===== src/rtl/sr_load_ctrl.sv =====
// sr_load_ctrl: loads a parallel word into an external serial-in shift
// register one bit per cycle, then pulses done_o.
// Optional readback check compiled in with `define SR_LOAD_READBACK_EN.
module sr_load_ctrl #(
    parameter int WIDTH     = 4,
    parameter bit MSB_FIRST = 1'b1
) (
    input  logic             clk,
    input  logic             rstn,
    input  logic             req_valid_i,
    output logic             req_ready_o,
    input  logic [WIDTH-1:0] req_data_i,
    input  logic             abort_i,
    output logic             ser_o,
    output logic             shift_en_o,
    input  logic [WIDTH-1:0] sr_i,
    output logic             busy_o,
    output logic             done_o,
    output logic             err_o,
    output logic [7:0]       frames_o
);

    localparam int CW = $clog2(WIDTH);
    localparam logic [CW-1:0] LAST = CW'(WIDTH - 1);

    typedef enum logic [1:0] {
        ST_IDLE,
        ST_SHIFT,
        ST_CHECK
    } state_t;

    state_t           state, state_nxt;
    logic [CW-1:0]    cnt, cnt_nxt;
    logic [WIDTH-1:0] img, img_nxt;
    logic [WIDTH-1:0] req_img;
    logic             ser_nxt, shift_en_nxt, busy_nxt, done_nxt;
    logic [7:0]       frames_nxt;

    // The held word is stored in shift-register image order: the bit sent
    // first sits at the top, so it is also the expected readback image.
    for (genvar i = 0; i < WIDTH; i++) begin : g_order
        assign req_img[i] = MSB_FIRST ? req_data_i[i] : req_data_i[WIDTH-1-i];
    end

    assign req_ready_o = rstn && (state == ST_IDLE);

`ifdef SR_LOAD_READBACK_EN
    logic err_nxt;
`else
    logic unused_sr;
    assign unused_sr = ^sr_i;
    assign err_o     = 1'b0;
`endif

    // Next-state and next-output logic; every output is registered.
    always_comb begin
        state_nxt    = state;
        cnt_nxt      = cnt;
        img_nxt      = img;
        ser_nxt      = 1'b0;
        shift_en_nxt = 1'b0;
        busy_nxt     = 1'b0;
        done_nxt     = 1'b0;
        frames_nxt   = frames_o;
`ifdef SR_LOAD_READBACK_EN
        err_nxt      = 1'b0;
`endif
        case (state)
            ST_IDLE: begin
                if (req_valid_i) begin
                    img_nxt      = req_img;
                    cnt_nxt      = '0;
                    state_nxt    = ST_SHIFT;
                    ser_nxt      = req_img[WIDTH-1];
                    shift_en_nxt = 1'b1;
                    busy_nxt     = 1'b1;
                end
            end
            ST_SHIFT: begin
                if (abort_i) begin
                    state_nxt = ST_IDLE;
                end else if (cnt == LAST) begin
`ifdef SR_LOAD_READBACK_EN
                    state_nxt  = ST_CHECK;
                    busy_nxt   = 1'b1;
`else
                    state_nxt  = ST_IDLE;
                    done_nxt   = 1'b1;
                    frames_nxt = frames_o + 8'd1;
`endif
                end else begin
                    cnt_nxt      = cnt + CW'(1);
                    ser_nxt      = img[LAST - cnt_nxt];
                    shift_en_nxt = 1'b1;
                    busy_nxt     = 1'b1;
                end
            end
            ST_CHECK: begin
                state_nxt = ST_IDLE;
`ifdef SR_LOAD_READBACK_EN
                if (!abort_i) begin
                    done_nxt   = 1'b1;
                    frames_nxt = frames_o + 8'd1;
                    err_nxt    = (sr_i != img);
                end
`endif
            end
            default: state_nxt = ST_IDLE;
        endcase
    end

    // State, counter, held word and output registers.
    always_ff @(posedge clk) begin
        if (!rstn) begin
            state      <= ST_IDLE;
            cnt        <= '0;
            img        <= '0;
            ser_o      <= 1'b0;
            shift_en_o <= 1'b0;
            busy_o     <= 1'b0;
            done_o     <= 1'b0;
            frames_o   <= '0;
        end else begin
            state      <= state_nxt;
            cnt        <= cnt_nxt;
            img        <= img_nxt;
            ser_o      <= ser_nxt;
            shift_en_o <= shift_en_nxt;
            busy_o     <= busy_nxt;
            done_o     <= done_nxt;
            frames_o   <= frames_nxt;
        end
    end

`ifdef SR_LOAD_READBACK_EN
    // Readback result register; only meaningful alongside done_o.
    always_ff @(posedge clk) begin
        if (!rstn) err_o <= 1'b0;
        else       err_o <= err_nxt;
    end
`endif

endmodule


===== config.mk =====
export PLATFORM = sky130hd
export DESIGN_NAME = sr_load_ctrl
export DESIGN_NICKNAME = d
export VERILOG_FILES = /design/src/rtl/sr_load_ctrl.sv
export SDC_FILE = /design/constraint.sdc
export NUM_CORES = 1
export LEC_CHECK = 0
export ABC_AREA = 0
export BUFFER_PORTS_ARGS = -buffer_cell sky130_fd_sc_hd__buf_2
export CORE_MARGIN = 5
export CORE_UTILIZATION = 45
export CTS_BUF_LIST = sky130_fd_sc_hd__clkbuf_2 sky130_fd_sc_hd__clkbuf_4 sky130_fd_sc_hd__clkbuf_8
export CTS_CLUSTER_SIZE = 16
export DETAILED_ROUTE_END_ITERATION = 10
export PLACE_DENSITY = 0.83
export SYNTH_ARGS = -nofsm -noshare
export SYNTH_HDL_FRONTEND = slang
export SYNTH_SLANG_ARGS = --single-unit
export TNS_END_PERCENT = 50

===== constraint.sdc =====
create_clock -name clk -period 1.53 [get_ports clk]
set_clock_uncertainty 0.15 [all_clocks]
set_input_delay 0.153 -clock clk [delete_from_list [all_inputs] [get_ports clk]]
set_output_delay 0.153 -clock clk [all_outputs]
set_load 0.1 [all_outputs]

-- Word level (Yosys, flattened, before mapping)
Cells that the tools add are included.
W data, S select, Z words.
- register bits: 19
- logic and storage cells: 47
- $add $sub $neg: 3
- $lt $le $gt $ge: 1
- equality and inequality tests: 6
- multiplexer cells: 19
- bitwise gates (word level): 3
- reductions and logical operators: 8
- operators by type and width (operator ; count):
    $mux W2 ; 6
    $add A8 B1 Y8 const B ; 1
    $mux W1 ; 8
    $pmux W2 S2 ; 2
    $ne A2 B2 Y1 const B ; 3
    $pmux W1 S2 ; 2
    $reduce_and A2 Y1 ; 2
    $reduce_and A4 Y1 ; 1
    $lt A2 B3 Y1 const B ; 1
    $ne A3 B3 Y1 const B ; 1
    $not A1 Y1 ; 3
    $reduce_and A3 Y1 ; 1
    $reduce_or A3 Y1 ; 1
    $add A2 B1 Y2 const B ; 1
    $bmux W1 S2 ; 1
    $eq A2 B1 Y1 const B ; 1
    $eq A2 B2 Y1 const B ; 1
    $logic_not A2 Y1 ; 1
    $reduce_bool A2 Y1 ; 1
    $sub A2 B2 Y2 const A ; 1
    $logic_and A1 B1 Y1 ; 1

-- Logic depth before layout (Yosys ltp)
Gate-level depths: netlist of run 1.
- depth after elaboration: 7
- gate-level depth with buffers: 5

-- Least setup slack after synthesis of run 1
OpenSTA, ideal clock, no wires.
- path type: register to register
- from: register frames_o[0]
- to: register frames_o[6]
- arrival time: 1.885 ns
- path slack: -0.576 ns
- cell stages (with the launch flop): 5
- buffers on the path: 0
- cell sequence: dfxtp_1 ha_1 nand4_1 or3_1 a21oi_1
- cells in the longest elaborated chain, start to end: 1
- ends and longest elaborated chain (item ; line ; source):
    start, declared ; 20 ; output logic [7:0] frames_o
    start signal, assigned ; 131 ; frames_o <= frames_nxt;
    $add A8 B1 Y8 ; 89 ; frames_nxt = frames_o + 8'd1;
Every way passes these cells.
A chain may end at the register's enable or synchronous reset.

-- Final worst setup path of run 1
- from: register state[0]
- to: output port req_ready_o
- cells in the longest elaborated chain, start to end: 2
- ends and longest elaborated chain (item ; line ; source):
    start, declared ; 32 ; state_t state, state_nxt;
    start signal, assigned ; 124 ; state <= state_nxt;
    $logic_not A2 Y1 ; 45 ; assign req_ready_o = rstn && (state == ST_IDLE);
    $logic_and A1 B1 Y1 ; 45 ;
    end, declared ; 11 ; output logic req_ready_o,
Every way passes these cells.

==> impl_metrics.ini, run 1 <==
[outcome]
status = finished, final reports clean

[drt]
via_per_inst = 5.37
wire_per_inst_um = 13.7
num_vias = 709
ant_nets = 0
totalWireLength_um = 1810
drt_iter0_markers = 25
drc_errors = 0
firstDrtPassIters = 4

[synthesis]
syn_area_per_cell_um2 = 8.98
synth-compound-area-share = 0.133
synthesis.nets = 100
ys_types = 24
synth_cells = 86
synth_top_family_by_area = simple AND/OR/NAND/NOR gates
synth-seq-area-share = 0.467
ys_seq_elements = 18
synthAdderAreaFrac = 0.0324
synth-simple-area-share = 0.254
yosysWarnings = 0
syn-cell-area_um2 = 772
synthXorXnorAreaFrac = 0.0227
synth_mux_area_frac = 0.0421

[critical_path]
path_cells = buf_4 -> nor2_4 -> buf_12
critPathTopFamily = flip-flops
required_ps = 1230
cp.buffers_inverters = 2
rrSetupSlack_ps = 80
startpoint = state[0]
path_class = reg2out
cpPeakStageDelay_ps = 390
cp-start-kind = flop
r2r_cells = 4
r2r_end = frames_o[5]
reg2reg_from = cnt[1]
worst-path-max-fanout = 7
critPathCaptureType = output port
cp.arrival_ps = 1160
crit_slowest_cell = dfxtp_1

[floorplan]
io_pins = 26
die-area_mm2 = 0.00264
start_util = 0.462
die_w_um = 51.4
die_y_um = 51.4
rows = 15
core_mm2 = 0.00167

[cells_and_area]
multiInputGateArea_um2 = 398
nets = 130
fillCellCount = 127
regArea_um2 = 385
n_antenna_cell = 0
drive_gt1_frac = 0.365
final_common_cell = buf_2
area_delta_synth_final_pct = 34.7
mostFrequentLayoutCells = buf_2 (19), a21oi_1 (13), nand2_1 (11)

[timing]
hold_viol = 0
fin_ws_ps = 71.7
fmax_mhz = 686
drv_slew = 0
rsz0062_at_grt = no
finalSetupViolations = 0
period_needed_ps = 1460
period_share = 0.953

[placement]
dp_hpwl_um = 1250
dp_slack_ps = 14.8
gp_congestion = 0.760
portBuffers = 20

[cts]
cts_setup_buffers = 0
clkLatencyLatePin_ps = 300
cts_sinks = 18
clockRootBuffer = clkbuf_4
cts_tree = yes
clockBufferDepth = 2
clkTransAtPathRegs_ps = 100
cts.htree.levels = 1
cts_buffers = 3

[global_routing]
grt_pass1_wl_um = 2970
grt_max_degree = 18
grt_overflow_total = 0
grt_pass1_vias = 679
antenna_found_initial = 0
track_usage = 0.152

[power]
powerDensity_mw_per_mm2 = 846
power_leakage_nw = 0.434
power_uw = 879
ir_drop_v = 0.000476

[worst_hold_path]
whs_endpoint = done_o
min_path_cells = 3
hold_path_class = in2reg
hold_start = abort_i

[job]
drv_cap = 0
==> worst register-to-register path, delay by kind of cell (launching register included) <==
kind                     cells  cell delay, ps
adder cells (fa/ha/maj)      1             180
flip-flops                   1             380
AND/OR/NAND/NOR              2             530
AO/OA/AOI/OAI                1             160
==> logic make-up after synthesis <==
logic type	after synthesis
multiplexers	2
other	1
AND/OR/NAND/NOR	36
adder cells (fa/ha/maj)	2
buffers and inverters	6
XOR/XNOR	2
flip-flops	18
AO/OA/AOI/OAI	19
==> stage by stage <==
step,setup TNS [ps],cell area [um2],instances,hold WS [ps],utilization
finish,0,1040,132,63.2,0.622
global route,0,1040,132,78.0,0.622
CTS,0,1020,131,1.18,0.610
detailed placement,0,940,122,255,0.563
global placement,0,940,122,245,0.563
floorplan,-5.09,803,86,139,-
==> synth_stat cells (all sizes together) <==
cell,instances,share of area
dfxtp,18,0.47
a21oi,13,0.084
nand2,11,0.053
nor2,5,0.024
nand3,4,0.026
o21ai,4,0.026
or3,4,0.032
buf,3,0.029
nand2b,3,0.024
nand4b,3,0.034
clkbuf,2,0.0097
ha,2,0.032
nand4,2,0.016
xor2,2,0.023
clkinv,1,0.0049
conb,1,0.0049
mux2i,1,0.013
mux4,1,0.029
nand3b,1,0.015
nor2b,1,0.0081
nor3b,1,0.0097
o311ai,1,0.011
o41ai,1,0.011
or3b,1,0.011
==> worst max-delay path by stage <==
| stage | cells after the start | slack [ps] | to |
|---|---|---|---|
| global route | 4 | 9 | frames_o[5] |
| floorplan | 4 | -5 | frames_o[6] |
| CTS | 4 | 40 | frames_o[5] |
| detailed placement | 4 | 10 | cnt[1] |
| global placement | 4 | 30 | frames_o[7] |
| finish | 3 | 70 | req_ready_o |
==> layout make-up <==
class / count / area share
well taps: 17 / 0.0205
clock buffers: 3 / 0.0217
inverters: 1 / 0.00361
clock inverters: 1 / 0.00361
flip-flops and latches: 18 / 0.371
multi-input cells: 62 / 0.383
repair buffers: 30 / 0.197
==> where the power goes <==
part / internal [mW] / leakage [nW] / switching, mW / total, mW
clock: 0.0951 / 0.0154 / 0.148 / 0.243
combinational: 0.0518 / 0.266 / 0.103 / 0.155
sequential: 0.473 / 0.153 / 0.00895 / 0.482
==> registers in the layout, indices dropped and copies added (netlist names) <==
signal	cells
cnt	2
state	1
done_o	1
ser_o	1
img	4
busy_o	1
frames_o	8
==> routing by layer <==
metal  up-vias  global-route usage  part of all wire
li1        360                   -                 -
met1       328               0.175              0.42
met2        14               0.250              0.51
met3         7              0.0292             0.035
met4         0               0.105             0.039
met5         -                   0                 0
==> repair_timing <==
action,CTS,global route
hold buffers,5,1
gates resized for setup,1,2
endpoints found under the setup margin,1,3
hold endpoints to repair,6,1
Power figures use the tool's default switching activity.
==> run 2, diff against run 1 <==
Settings changed: RECOVER_POWER from default to 50.
==> run 2 against run 1 <==
  * Clock power about the same
  * Worst setup slack improved by 1.1 ps
  * Global-route usage stayed put
  * Register-to-register slack about the same
  * Cell area unchanged
  * Sequential power hardly changed
  * Non-clock buffer count unchanged
  * Critical path type unchanged
==> impl_metrics.ini, run 2 (synthesis results as in run 1) <==
[cells_and_area]
reg.largest.list = frames_o: 8 flops, img: 4 flops, cnt: 2 flops
utilization = 0.622
area_delta_synth_final_pct = 34.7
mostFrequentLayoutCells = a21oi_1 (13), buf_2 (12), nand2_1 (11)
n_antenna_cell = 0
final_common_cell = a21oi_1
largest_reg_flops = 8
nets = 130
top_register = frames_o
drive_gt1_frac = 0.365
final_area_mm2 = 0.00104
fillCellCount = 127

[drt]
via_per_inst = 5.38
num_vias = 710
drc_errors = 0
wire_per_inst_um = 13.7
firstDrtPassIters = 4
totalWireLength_um = 1800
ant_nets = 0
drt_iter0_markers = 24

[power]
ir_drop_v = 0.000476
powerDensity_mw_per_mm2 = 846
power_leakage_nw = 0.429

[floorplan]
die_w_um = 51.4
core_mm2 = 0.00167
die-area_mm2 = 0.00264
io_pins = 26
start_util = 0.462
rows = 15
die_y_um = 51.4

[timing]
setup_tns_ps = 0
period_needed_ps = 1460
rsz0062_at_grt = no
worst_slew_pin_slew_ps = 550
drv_slew = 0
whs_ps = 61.4
period_share = 0.952
finalSetupViolations = 0
hold_viol = 0
relSlewSlack = 0.635
fmax_mhz = 686

[cts]
cts_sinks = 18
clkTransAtPathRegs_ps = 100
cts_tree = yes
cts_buffers = 3
clockRootBuffer = clkbuf_4
cts_setup_buffers = 0
cts.htree.levels = 1
clkLatencyLatePin_ps = 300
clockBufferDepth = 2

[worst_hold_path]
min_path_cells = 3
hold_path_class = in2reg

[placement]
dpl_cell_area_um2 = 940
portBuffers = 20
dp_hpwl_um = 1250
gp_congestion = 0.760

[job]
drv_cap = 0

[critical_path]
required_ps = 1230
r2r_cells = 4
critPathCaptureType = output port
cp.arrival_ps = 1150
worst-path-max-fanout = 7
path_class = reg2out
cp-start-kind = flop

[global_routing]
grt_pass1_wl_um = 2970
grt_max_degree = 18
grt_pass1_vias = 679
antenna_found_initial = 0
track_usage = 0.152
grt_overflow_total = 0

[outcome]
status = finished, final reports clean
run 2: cell count changes in the layout (fill, tap and decap cells not counted):
| cell | delta |
|---|---|
| buf_2 | -7 |
| clkbuf_2 | +7 |
run 2: routing by layer:
layer  global-route usage  part of all wire
met3               0.0292             0.037
met1                0.175              0.42
met4                0.105             0.039
met2                0.250              0.51
met5                    0                 0
run 2: power breakdown:
group,internal (mW),switching [mW]
Sequential,0.473,0.00912
Combinational,0.0516,0.103
Clock,0.0951,0.148
run 2: through the flow:
step	worst slack (ps)	std cells	total power [mW]
final	72.8	132	0.879
after CTS	38.4	131	0.883
after global placement	27.9	122	0.629
after floorplan	-5.09	86	0.600
after global routing	9.41	132	0.923
after detailed placement	14.8	122	0.632
run 2: worst paths after layout:
check / startpoint / to / slack (ps)
worst max-delay path: state[0] / req_ready_o / 70
worst min-delay path: abort_i / done_o / 60
worst max register to register: cnt[1] / frames_o[5] / 80
worst min register to register: img[2] / img[2] / 310
run 2: final cells by class:
class	count	area, um2	area share
clock buffer	3	22.5	0.0217
tap	17	21.3	0.0205
multi-input combinational	62	398	0.383
inverter	1	3.75	0.00361
timing repair buffer	30	205	0.197
clock inverter	1	3.75	0.00361
sequential	18	385	0.371
run 2: critical path: stages (launching register included):
cell and delay, ps:
dfxtp_1 390, buf_4 180, nor2_4 120, buf_12 180
run 2: timing repair:
action / CTS / global route
endpoints found under the setup margin: 1 / 3
hold endpoints to repair: 6 / 1
hold buffers: 5 / 1
resized for setup: 1 / 2
